===== config.mk =====
export PLATFORM = sky130hd
export DESIGN_NAME = fetch_unit_flat
export DESIGN_NICKNAME = d
export VERILOG_FILES = /design/src/rtl/fetch_unit_if.sv /design/src/rtl/fetch_unit.sv /design/src/flat_wrapper.sv
export SDC_FILE = /design/constraint.sdc
export NUM_CORES = 1
export LEC_CHECK = 0
export CAP_MARGIN = 20
export CORE_ASPECT_RATIO = 1.2
export CORE_MARGIN = 4
export CORE_UTILIZATION = 39
export DETAILED_ROUTE_END_ITERATION = 16
export PLACE_DENSITY = 0.79
export SLEW_MARGIN = 20
export SYNTH_ARGS = -nofsm -noshare
export SYNTH_HDL_FRONTEND = slang
export SYNTH_SLANG_ARGS = --single-unit

===== constraint.sdc =====
create_clock -name clk -period 1.69 [get_ports clk]
set_clock_uncertainty 0.05 [all_clocks]
set_input_delay 0.169 -clock clk [delete_from_list [all_inputs] [get_ports clk]]
set_output_delay 0.169 -clock clk [all_outputs]
set_load 0.02 [all_outputs]

===== src/rtl/fetch_unit_if.sv =====
// fetch_unit_if: fetch-stage signal bundle between the fetch unit (slave) and its environment (master)
interface fetch_unit_if #(parameter int PC_W = 8);
   logic            start;
   logic            stall;
   logic            branch_taken;
   logic [PC_W-1:0] branch_target;
   logic [PC_W-1:0] imem_addr;
   logic [8:0]      imem_data;
   logic [8:0]      instruction_out;
   logic            instr_valid;
   logic [PC_W-1:0] pc_out;
   logic            halted;
   logic [15:0]     dyn_count;
   modport master (
      output start, stall, branch_taken, branch_target, imem_data,
      input  imem_addr, instruction_out, instr_valid, pc_out, halted, dyn_count
   );
   modport slave (
      input  start, stall, branch_taken, branch_target, imem_data,
      output imem_addr, instruction_out, instr_valid, pc_out, halted, dyn_count
   );
endinterface


===== src/rtl/fetch_unit.sv =====
// fetch_unit: PC-driven instruction fetch into IF/ID with redirect, stall and halt handling.
// FETCH_DYN_COUNT_EN adds a saturating count of issued instructions on dyn_count.
module fetch_unit #(
   parameter int              PC_W       = 8,
   parameter logic [PC_W-1:0] START_ADDR = '0
) (
   input logic         clk,
   input logic         reset,
   fetch_unit_if.slave bus
);
   typedef enum logic [1:0] {IDLE, RUN, HALTED} state_t;
   state_t          r_state;
   logic [PC_W-1:0] r_pc;
   logic [PC_W-1:0] r_pc_out;
   logic [8:0]      r_instr;
   logic            r_valid;
   logic            r_halted;
   logic            w_is_halt;
   assign w_is_halt           = bus.imem_data[8:4] == 5'b11010;
   assign bus.imem_addr       = r_pc;
   assign bus.instruction_out = r_instr;
   assign bus.instr_valid     = r_valid;
   assign bus.pc_out          = r_pc_out;
   assign bus.halted          = r_halted;
   always_ff @(posedge clk) begin
      if (reset) begin
         r_state  <= IDLE;
         r_pc     <= START_ADDR;
         r_pc_out <= '0;
         r_instr  <= '0;
         r_valid  <= 1'b0;
         r_halted <= 1'b0;
      end else begin
         case (r_state)
            IDLE: begin
               r_valid <= 1'b0;
               if (bus.start) begin
                  r_state <= RUN;
                  r_pc    <= START_ADDR;
               end
            end
            RUN: begin
               if (bus.branch_taken) begin
                  r_pc    <= bus.branch_target;
                  r_instr <= '0;
                  r_valid <= 1'b0;
               end else if (!bus.stall) begin
                  r_instr  <= bus.imem_data;
                  r_pc_out <= r_pc;
                  r_valid  <= 1'b1;
                  // a halt word is issued but the PC parks on it
                  if (w_is_halt) begin
                     r_state  <= HALTED;
                     r_halted <= 1'b1;
                  end else begin
                     r_pc <= r_pc + 1'b1;
                  end
               end
            end
            HALTED: begin
               r_instr <= '0;
               r_valid <= 1'b0;
               if (bus.branch_taken) begin
                  r_state  <= RUN;
                  r_pc     <= bus.branch_target;
                  r_halted <= 1'b0;
               end else if (bus.start) begin
                  r_state  <= RUN;
                  r_pc     <= START_ADDR;
                  r_halted <= 1'b0;
               end
            end
            default: r_state <= IDLE;
         endcase
      end
   end
`ifdef FETCH_DYN_COUNT_EN
   logic        w_issue;
   logic        w_restart;
   logic [15:0] r_dyn;
   assign w_issue   = r_state == RUN && !bus.branch_taken && !bus.stall;
   assign w_restart = bus.start && (r_state == IDLE || (r_state == HALTED && !bus.branch_taken));
   always_ff @(posedge clk) begin
      if (reset || w_restart) r_dyn <= '0;
      else if (w_issue && r_dyn != 16'hFFFF) r_dyn <= r_dyn + 1'b1;
   end
   assign bus.dyn_count = r_dyn;
`else
   assign bus.dyn_count = '0;
`endif
endmodule


===== src/flat_wrapper.sv =====
// flat-port wrapper written by rule: the top's interface ports become plain ports
module fetch_unit_flat 
#(
   parameter int              PC_W       = 8,
   parameter logic [PC_W-1:0] START_ADDR = '0
)
  (clk, reset, bus_start, bus_stall, bus_branch_taken, bus_branch_target, bus_imem_data, bus_imem_addr, bus_instruction_out, bus_instr_valid, bus_pc_out, bus_halted, bus_dyn_count);
  fetch_unit_if #(.PC_W(PC_W)) bus_i ();
  input logic clk;
  input logic reset;
  input wire logic [$bits(bus_i.start)-1:0] bus_start;
  input wire logic [$bits(bus_i.stall)-1:0] bus_stall;
  input wire logic [$bits(bus_i.branch_taken)-1:0] bus_branch_taken;
  input wire logic [$bits(bus_i.branch_target)-1:0] bus_branch_target;
  input wire logic [$bits(bus_i.imem_data)-1:0] bus_imem_data;
  output wire logic [$bits(bus_i.imem_addr)-1:0] bus_imem_addr;
  output wire logic [$bits(bus_i.instruction_out)-1:0] bus_instruction_out;
  output wire logic [$bits(bus_i.instr_valid)-1:0] bus_instr_valid;
  output wire logic [$bits(bus_i.pc_out)-1:0] bus_pc_out;
  output wire logic [$bits(bus_i.halted)-1:0] bus_halted;
  output wire logic [$bits(bus_i.dyn_count)-1:0] bus_dyn_count;
  assign bus_i.start = bus_start;
  assign bus_i.stall = bus_stall;
  assign bus_i.branch_taken = bus_branch_taken;
  assign bus_i.branch_target = bus_branch_target;
  assign bus_i.imem_data = bus_imem_data;
  assign bus_imem_addr = bus_i.imem_addr;
  assign bus_instruction_out = bus_i.instruction_out;
  assign bus_instr_valid = bus_i.instr_valid;
  assign bus_pc_out = bus_i.pc_out;
  assign bus_halted = bus_i.halted;
  assign bus_dyn_count = bus_i.dyn_count;
  fetch_unit #(.PC_W(PC_W), .START_ADDR(START_ADDR)) u_core (.clk(clk), .reset(reset), .bus(bus_i));
endmodule

==> flow_summary.ini <==
[outcome]
status = completed

[cells_and_area]
antenna_cells = 0
final_cell_area_sq_mm = 0.00252
fin_util_pct = 62.4
area_delta_synth_final_pct = 51.0
nets = 322
drive_gt1_share_pct = 20.7

[synth]
synth_top_cells_by_area = dfxtp_1, a21oi_1, buf_4, nand2_1, ha_1
synth_warnings = 0
synth_xor_area_share_pct = 1.58
async_flop_share_pct = 0
synthMuxAreaShare_pct = 0.600
ys.flop_type = dfxtp_1
netlist_area_sq_mm = 0.00167
synth_top_family_by_area = compound AO/OA/AOI/OAI gates
synth_edf_count = 0
avgSynthCellArea_sq_um = 7.69
yosysTopAreaCellShare_pct = 34.8
yosysTopAreaCell = dfxtp_1
seq_area_frac_synth_pct = 34.8
ys_ff_latch = 29
synth_compound_area_share_pct = 24.3
synth_fa_ha_area_share_pct = 4.50
ys_types = 43
yosys.area_share.simple_pct = 22.1
netlist_instances = 217

[die]
start_util_pct = 41.3
core-area_sq_mm = 0.00404
die_height_microns = 79.6
die_w_microns = 67.7
dieArea_sq_mm = 0.00539
pin_count = 65
rows = 25

[clock_network]
clk_path_buf_depth = 2
cts_root_buffer = clkbuf_8
htree_levels = 2
cts_tree = built
clk_latency_ns = 0.28
hold_buffers = 0
cts_made_buffers = 5
clk_pin_slew_worst_paths_ns = 0.07
clkSinkCount = 29
cts_setup_buffers = 0

[routing]
vias_per_cell = 5.19
drt-initial-drc-count = 121
wire_per_inst_microns = 14.1
vias = 1812
antenna_left = 0
dr.pass1.iters = 4
drc_errors = 0
wl_microns = 4920

[pwr]
ir_drop_mv = 0.501
p_leak_nw = 0.968
cellPowerDensity_mw_per_mm2 = 675

[critical_path]
crit_start = u_core.bus.imem_addr[1]$_SDFFE_PP0P_
r2r_slack_ns = 0.04
start_kind = register
crit_path_top_delay_cell = clkdlybuf4s50_1
crit_cells = 2
critPathCaptureType = primary output
path_class = reg -> out
required_ns = 1.47
cp_max_fo = 4
path_cells = buf_4 > clkdlybuf4s50_1
cp_num_buf_inv = 2
slowest_delay_ns = 0.59
rr_worst_depth = 6
endpoint = bus_imem_addr[1]
crit-reg2reg-launch = u_core.r_state[0]$_SDFFE_PP0P_
arrival_ns = 1.44
timing.rr.end = u_core.bus.imem_addr[7]$_SDFFE_PP0P_
crit_family = buffers and inverters

[timing]
fmax_mhz = 604
hold_viol_final = 0
setup_viol = 0
rsz0062_at_grt = true
period_share_pct = 97.9
period_needed_ns = 1.66
setup_total_negative_slack_ns = 0
whs_ns = 0.399
drv_slew = 0

[place]
routabilityCongestion = 0.881
io_buffers = 48
hpwl_microns = 3710
placed_cell_area_sq_mm = 0.00236

[hold_path]
hold_class = reg -> reg

[grt]
grt_overflow = 0
grt_max_degree = 16
grt_antenna_before_repair = 0
grt_pass1_wl_microns = 7780
grtUsageTotal_pct = 18.5
grt_pass1_vias = 1770

[run]
maxCapViolCount = 0
-- timing repair --
action | 4_1_cts | 5_1_grt
resized for setup | 7 | 13
endpoints found under the setup margin | 17 | 20
endpoints found under the hold margin | 0 | 0
pin swaps | 0 | 6
-- tightest hold or removal path: cells and delay by family, from the launching register on --
kind / cells / cell delay [ns]
flops: 1 / 0.31
simple gates: 1 / 0.05
compound gates: 1 / 0.05
-- per-layer routing --
metal	routed length [microns]	up-vias	share of wire, %	global-route usage, %
li1	-	890	-	-
met1	1990	853	41	20.7
met2	2530	62	51	33.8
met3	325	7	6.6	4.93
met4	67	0	1.4	4.46
met5	0	-	0	0
-- layout by cell type (no fill, tap or decap), types with 2 or more instances in the layout --
master           count
clkdlybuf4s50_1     47
nand2_1             33
buf_4               33
dfxtp_1             27
a21oi_1             26
conb_1              16
nand3_1             13
nor2_1              13
o21ai_0             10
inv_1                5
o22ai_1              5
a22oi_1              5
clkbuf_8             5
nor4_1               3
nor2b_1              3
o211ai_1             3
ha_1                 3
xor2_1               2
o21ai_2              2
o21a_1               2
o2111ai_1            2
ha_4                 2
clkinv_2             2
dfxtp_2              2
-- synthesized netlist by cell type (2+ instances only) --
| master | n |
|---|---|
| nor4_1 | 3 |
| nor2_1 | 14 |
| dfxtp_1 | 29 |
| o2111ai_1 | 2 |
| nand2_1 | 33 |
| a22oi_1 | 5 |
| buf_2 | 3 |
| buf_4 | 17 |
| a21boi_0 | 2 |
| o21a_1 | 2 |
| o21ai_0 | 12 |
| o22ai_1 | 5 |
| clkbuf_1 | 6 |
| inv_1 | 6 |
| o31ai_1 | 2 |
| a21oi_1 | 26 |
| ha_1 | 6 |
| nor2b_1 | 4 |
| o211ai_1 | 3 |
| nand3_1 | 13 |
| xor2_1 | 2 |
-- cell type report --
cell class | count | area (sq um)
Fill cell | 342 | 1520
Multi-Input combinational cell | 170 | 1020
Timing Repair Buffer | 82 | 742
Sequential cell | 29 | 583
Clock buffer | 6 | 72.6
Tap cell | 54 | 67.6
Inverter | 6 | 22.5
Clock inverter | 2 | 10.0
-- logic make-up (layout without fill, tap and decap cells) --
logic type / Yosys count / count (layout)
adder cells (fa/ha/maj): 6 / 6
flip-flops: 29 / 29
XOR/XNOR: 3 / 3
AND/OR/NAND/NOR: 78 / 78
buffers and inverters: 33 / 96
multiplexers: 1 / 1
other: 1 / 16
AO/OA/AOI/OAI: 66 / 66
-- worst min-delay path by stage --
stage,from,end,cells past startpoint
after detailed placement,u_core.bus.instruction_out[5]$_SDFFE_PP0P_,u_core.bus.instruction_out[5]$_SDFFE_PP0P_,2
after CTS,bus_imem_data[0],u_core.bus.instruction_out[0]$_SDFFE_PP0P_,3
final,u_core.bus.instruction_out[5]$_SDFFE_PP0P_,u_core.bus.instruction_out[5]$_SDFFE_PP0P_,2
after global routing,bus_imem_data[0],u_core.bus.instruction_out[0]$_SDFFE_PP0P_,3
after global placement,u_core.bus.instruction_out[5]$_SDFFE_PP0P_,u_core.bus.instruction_out[5]$_SDFFE_PP0P_,2
after floorplan,bus_imem_data[0],u_core.bus.instruction_out[0]$_SDFFE_PP0P_,2
-- power by group --
| group | total (W) | switching, W | internal, W |
|---|---|---|---|
| Sequential | 0.000724 | 0.0000190 | 0.000705 |
| Combinational | 0.000420 | 0.000230 | 0.000190 |
| Clock | 0.000558 | 0.000273 | 0.000285 |
| Total | 0.00170 | 0.000522 | 0.00118 |
-- metrics by stage --
stage / total power [W] / cells / setup slack (ns)
after floorplan: 0.000976 / 232 / -0.0112
after global placement: 0.00112 / 341 / -0.208
after detailed placement: 0.00113 / 341 / -0.257
after CTS: 0.00170 / 349 / 0.0114
after global routing: 0.00179 / 349 / -0.0205
final: 0.00170 / 349 / 0.0348
-- flip-flops by register name, summed over array words and instances (netlist names) --
name,flops
u_core.bus.halted,1
u_core.bus.instruction_out,9
u_core.bus.imem_addr,8
u_core.bus.pc_out,8
u_core.r_state,2
u_core.bus.instr_valid,1
Power figures use the tool's default switching activity.
